<file path="config.mk">
export PLATFORM = sky130hd
export DESIGN_NAME = qracc_bitserial_mac
export DESIGN_NICKNAME = d
export VERILOG_FILES = /design/src/rtl/qracc_bitserial_mac.sv
export SDC_FILE = /design/constraint.sdc
export NUM_CORES = 2
export LEC_CHECK = 0
export BUFFER_PORTS_ARGS = -buffer_cell sky130_fd_sc_hd__buf_2
export CAP_MARGIN = 20
export CORE_AREA = 2 2 538 540
export CTS_CLUSTER_DIAMETER = 120
export DETAILED_ROUTE_END_ITERATION = 8
export DIE_AREA = 0 0 540 542
export PLACE_DENSITY = 0.52
export SETUP_SLACK_MARGIN = 0.02
export SYNTH_ARGS = -nofsm -noshare
export SYNTH_HDL_FRONTEND = slang
export SYNTH_SLANG_ARGS = --single-unit
</file>
<file path="constraint.sdc">
create_clock -name clk -period 4.3 [get_ports clk]
set_input_delay 0.86 -clock clk [delete_from_list [all_inputs] [get_ports clk]]
set_output_delay 0.86 -clock clk [all_outputs]
set_load 0.01 [all_outputs]
</file>
<file path="src/rtl/qracc_bitserial_mac.sv">
// Bit-serial charge-domain MAC sequencer for a QR-accumulator array.
// Drives one activation bit plane per DRIVE/SAMPLE pair, LSB first. Each column's
// thermometer ADC code is decoded and shift-accumulated, with the MSB plane subtracted
// for two's-complement inputs.
// Optional build macro: QRACC_BUBBLE_CORRECT_EN selects a popcount decode, which
// tolerates thermometer bubbles, instead of the default priority decode.
module qracc_bitserial_mac #(
   parameter int unsigned numRows    = 128,
   parameter int unsigned numCols    = 32,
   parameter int unsigned numAdcBits = 4,
   parameter int unsigned numInBits  = 4
) (
   input  logic                                       clk,
   input  logic                                       nrst,
   input  logic                                       in_valid_i,
   output logic                                       in_ready_o,
   input  logic [numRows*numInBits-1:0]               in_data_i,
   output logic [numRows-1:0]                         drive_p_o,
   output logic                                       mac_en_o,
   input  logic [numCols*((1<<numAdcBits)-1)-1:0]     adc_therm_i,
   output logic                                       out_valid_o,
   input  logic                                       out_ready_i,
   output logic [numCols*(numAdcBits+numInBits)-1:0]  out_data_o
);

   localparam int unsigned compCount = (1 << numAdcBits) - 1;
   localparam int unsigned accBits   = numAdcBits + numInBits;
   localparam int unsigned BitW      = (numInBits > 1) ? $clog2(numInBits) : 1;
   localparam logic [numAdcBits-1:0] SignFlip = numAdcBits'(1 << (numAdcBits - 1));

   typedef enum logic [1:0] {StIdle, StDrive, StSample, StDone} state_e;

   state_e                        state_q;
   logic [numRows*numInBits-1:0]  data_q;
   logic [BitW-1:0]               bit_q;
   logic [BitW-1:0]               bit_sel;
   logic                          last_plane;
   logic [numCols*accBits-1:0]    acc_q;
   logic [numCols*accBits-1:0]    acc_d;
   logic [numCols*accBits-1:0]    out_data_q;
   logic [numRows-1:0]            drive_q;
   logic [numRows-1:0]            plane_first;
   logic [numRows-1:0]            plane_next;
   logic                          ready_q;
   logic                          mac_en_q;
   logic                          out_valid_q;

   assign last_plane = (bit_q == BitW'(numInBits - 1));
   assign bit_sel    = last_plane ? '0 : bit_q + 1'b1;

   // Bit-plane extraction: plane 0 straight from the input, the next plane from latched data.
   always_comb begin
      plane_first = '0;
      plane_next  = '0;
      for (int r = 0; r < int'(numRows); r++) begin
         plane_first[r] = in_data_i[r*numInBits];
         plane_next[r]  = data_q[r*numInBits + int'(bit_sel)];
      end
   end

   for (genvar c = 0; c < numCols; c++) begin : g_col
      logic [compCount-1:0]  therm;
      logic [numAdcBits-1:0] cnt;
      logic [numAdcBits-1:0] dec;
      logic [accBits-1:0]    term;

      assign therm = adc_therm_i[c*compCount +: compCount];

      // Thermometer code to level count (0 .. compCount).
      always_comb begin
         cnt = '0;
         for (int k = 0; k < int'(compCount); k++) begin
`ifdef QRACC_BUBBLE_CORRECT_EN
            cnt = cnt + numAdcBits'(therm[k]);
`else
            if (therm[k]) cnt = numAdcBits'(k + 1);
`endif
         end
      end

      // Subtracting 2^(n-1) from an n-bit count is just an MSB flip.
      assign dec  = cnt ^ SignFlip;
      assign term = {{numInBits{dec[numAdcBits-1]}}, dec} << bit_q;
      assign acc_d[c*accBits +: accBits] = last_plane ? acc_q[c*accBits +: accBits] - term
                                                      : acc_q[c*accBits +: accBits] + term;
   end

   // Sequencer with registered outputs.
   always_ff @(posedge clk or negedge nrst) begin
      if (!nrst) begin
         state_q     <= StIdle;
         data_q      <= '0;
         bit_q       <= '0;
         acc_q       <= '0;
         out_data_q  <= '0;
         drive_q     <= '0;
         ready_q     <= 1'b1;
         mac_en_q    <= 1'b0;
         out_valid_q <= 1'b0;
      end else begin
         unique case (state_q)
            StIdle: begin
               if (in_valid_i) begin
                  data_q   <= in_data_i;
                  acc_q    <= '0;
                  bit_q    <= '0;
                  drive_q  <= plane_first;
                  mac_en_q <= 1'b1;
                  ready_q  <= 1'b0;
                  state_q  <= StDrive;
               end
            end
            StDrive: begin
               mac_en_q <= 1'b0;
               state_q  <= StSample;
            end
            StSample: begin
               acc_q <= acc_d;
               if (last_plane) begin
                  drive_q <= '0;
                  state_q <= StDone;
               end else begin
                  bit_q    <= bit_q + 1'b1;
                  drive_q  <= plane_next;
                  mac_en_q <= 1'b1;
                  state_q  <= StDrive;
               end
            end
            StDone: begin
               // First DONE cycle publishes the result; later cycles wait for the consumer.
               if (!out_valid_q) begin
                  out_data_q  <= acc_q;
                  out_valid_q <= 1'b1;
               end else if (out_ready_i) begin
                  out_valid_q <= 1'b0;
                  ready_q     <= 1'b1;
                  state_q     <= StIdle;
               end
            end
            default: state_q <= StIdle;
         endcase
      end
   end

   assign in_ready_o  = ready_q;
   assign drive_p_o   = drive_q;
   assign mac_en_o    = mac_en_q;
   assign out_valid_o = out_valid_q;
   assign out_data_o  = out_data_q;

endmodule
</file>
==> out/summary.txt <==
Worst Setup Start Kind: input pin
gr ovfl total: 0
Worst Path Max Fanout: 4
LEAKAGE: 45.4 nW
CTS sink count: 1,159
Worst Hold Depth: 3
io pins: 1,383
Post-DRT Antenna Nets: 0
clock skew: 0.0684 ns
Post-synth ARST share: 100%
row cnt: 197
DP Wirelength: 227,000 µm
Post-Synth Simple-Gate Area: 19.2%
largest family of logic cells by synthesized area: simple AND/OR/NAND/NOR gates
layout cells sized above 1: 30.8%
RSZ-0062 raised after global routing: true
reg2reg path depth: 15
Die Span Y: 542 µm
hold_ws: 0.215 ns
Initial Utilization: 23.6%
origin of the worst min-delay path: in_data_i[325]
clk buf depth: 4
Yosys cell types: 81
Core Box Area: 287,000 µm²
# setup viols final: 0
area grow syn2layout: 35.5%
initial antenna violation count: 121
critical path required time: 4.99 ns
vias per cell: 4.68
final setup margin: 0.240 ns
average wire per standard cell: 21.4 µm
initial drt markers: 4,348
clock transition at the registers of the reported paths: 0.07 ns
Final min period: 4.06 ns
First-pass DRT Iterations: 6
FF+latch area: 29,000 µm²
first-pass GRT wire length: 430,000 µm
area of the multi-input gates: 36,300 µm²
routed vias: 64,500
highest clock rate: 0.246 GHz
Peak VDD IR: 0.000420 V
Port Buffers: 1,382
nets@finish: 11,100
Post-Syn Area per Cell: 8.81 µm²
Top FF cell, synth: dfrtp_1
sequential share of the synthesized area: 42.9%
GRT Util Overall: 19.6%
status: complete, no violations
CP Capture Type: flop
share of the synthesized area in the top cell type: 42.8%
H-tree Lvls: 4
WS Path Type: in -> reg
final cell count without fillers: 13,800
placed cell count: 13,400
Synth Area in Adders: 5.70%
largest area contributor in the netlist: dfrtp_1
Mapped Area: 67,600 µm²
root buffer cell: clkbuf_16
Post-synth EDFFs: 0
largest net degree at the start of global routing: 122
Slew Limit Fails: 0
Area contributors post-synth: dfrtp_1 43%, nand2_1 12%, ha_1 4.8%
Critical R2R Capture: acc_q[71]
CTS Buf Count: 149
xor/xnor share of the synthesized area: 4.26%
Syn Nets: 8,964
Synth Register Bits: 1,159
# fillers: 30,400
Worst Hold Path EP: data_q[325]
die area: 293,000 µm²
pre-CTS WS: -1.11 ns
Worst-Skew Late Latency: 0.83 ns
Placer Congestion: 0.926
Max Cap Violations: 0
Register-to-Register Setup Slack: 0.32 ns
PD cells: 879 nW/µm²
RR Startpoint: bit_q[1]
Final Hold Viols: 0
Critical Path AT: 4.75 ns
Tightest Pin Transition: 0.992 ns
die outline width: 540 µm
Synth Area in Compound Gates: 15.8%
multiplexer area fraction after synthesis: 8.38%
post-CTS setup buffer count: 0
CTS tree: built
Routed WL: 295,000 µm
DRC violations left: 0
Hold Crit Class: in -> reg
Tcrit/Tclk final: 94.4%
synthesis warning total: 0
vias in the first global route: 64,100
Synth Instances: 7,679
normalized max-slew margin: 33.9%
worst max path at each step:
stage,startpoint,end,slack [ns],cells past startpoint
after global routing,adc_therm_i[466],acc_q[255],0.02,22
after CTS,adc_therm_i[1],acc_q[7],0.03,22
after detailed placement,adc_therm_i[1],acc_q[7],-1.11,22
after global placement,adc_therm_i[1],acc_q[7],-1.14,22
final,adc_therm_i[1],acc_q[7],0.24,22
after floorplan,bit_q[0],acc_q[87],-0.02,21
metal layers:
layer | vias to the layer above | global-route usage (%) | part of all wire, %
met5 | - | 0 | 0.18
met4 | 82 | 9.21 | 4.9
met3 | 554 | 5.52 | 7.3
met2 | 1939 | 34.1 | 49
li1 | 30800 | - | -
met1 | 31000 | 22.0 | 38
timing repair:
| action | in CTS | in global routing |
|---|---|---|
| endpoints found under the hold margin | 4 | 0 |
| setup endpoints to repair | 1 | 10 |
| hold buffers | 1 | 0 |
| gates resized for setup | 2 | 13 |
| pin swaps | 0 | 2 |
cell usage in the layout, fill, tap and decap left out, types with 140 or more instances in the layout:
cell,n
nand2_1,2096
xnor2_1,186
dfrtp_1,1156
xor2_1,140
clkbuf_16,150
buf_4,920
a21oi_1,443
o21ai_0,508
buf_2,1381
inv_1,272
mux2_2,229
nor2_1,525
ha_1,256
flip-flops by register name (all words and copies together), names as in the netlist:
signal and cells:
acc_q 256, bit_q 2, data_q 512, drive_p_o 128
in_ready_o 1, mac_en_o 1, out_data_o 256, out_valid_o 1
state_q 2
layout make-up:
| type | count | area share, % |
|---|---|---|
| inverters | 276 | 1.15 |
| well taps | 3781 | 5.16 |
| multi-input cells | 5837 | 39.7 |
| diodes | 90 | 0.246 |
| flip-flops and latches | 1159 | 31.7 |
| repair buffers | 2365 | 16.5 |
| clock inverters | 59 | 1.12 |
| clock buffers | 205 | 4.56 |
critical path, stage by stage:
cell	delay, ns
buf_2	0.10
nand2b_1	0.17
a21oi_4	0.29
buf_4	0.16
o21bai_1	0.08
a31oi_2	0.30
nor3_1	0.12
a211oi_2	0.26
inv_1	0.08
ha_1	0.29
mux2_2	0.27
inv_1	0.06
ha_1	0.21
nor2b_1	0.12
o21ai_1	0.15
a21oi_1	0.10
o21ai_1	0.17
a21oi_1	0.13
xor2_2	0.23
nor2_1	0.06
a31o_2	0.24
a211o_1	0.28
stage by stage:
step	setup TNS [ns]	area [µm²]	total power, mW	utilization (%)
floorplan	-0.0158	67700	47.6	-
global placement	-10.40	86200	67.0	30.0
detailed placement	-10.89	86200	67.2	30.0
CTS	0	91400	81.4	31.9
global route	0	91600	87.4	31.9
finish	0	91600	80.6	31.9
report_power, final:
group / switching (mW) / internal [mW]
sequential: 3.96 / 16.0
combinational: 24.0 / 23.1
clock: 5.40 / 8.14
total: 33.3 / 47.3
logic make-up (layout without fill, tap and decap cells):
logic type               after synthesis  count (layout)
buffers and inverters                683            2905
flip-flops                          1159            1159
adder cells (fa/ha/maj)              289             289
AND/OR/NAND/NOR                     3125            3125
multiplexers                         378             378
AO/OA/AOI/OAI                       1716            1716
XOR/XNOR                             329             329
other                                  0              90
cells in the mapped netlist, types with 13 or more instances:
cell / instances
clkbuf_1: 330
fa_1: 32
o21bai_1: 50
mux2i_1: 21
o41ai_1: 28
nand2b_1: 110
o21ai_1: 18
o211ai_1: 26
a222oi_1: 13
or3_1: 34
xor2_1: 142
or4_1: 18
mux2_2: 229
o221ai_1: 26
nor3_1: 78
buf_2: 22
nor4_1: 85
o31ai_1: 95
and3_1: 14
xnor2_1: 187
a21o_1: 90
nand3_1: 27
a22o_1: 25
a31oi_1: 69
o22ai_1: 71
a21oi_1: 444
nor2b_1: 43
a211oi_1: 54
nor2_1: 533
inv_1: 275
and2_1: 27
o21ai_0: 513
o21a_1: 17
a221o_1: 16
or2_2: 14
dfrtp_1: 1158
a221oi_1: 20
buf_1: 55
a211o_1: 24
nand2_1: 2100
a21boi_0: 17
o31a_1: 15
mux4_2: 128
ha_1: 257
No activity file was read; power rests on OpenSTA's default activity.
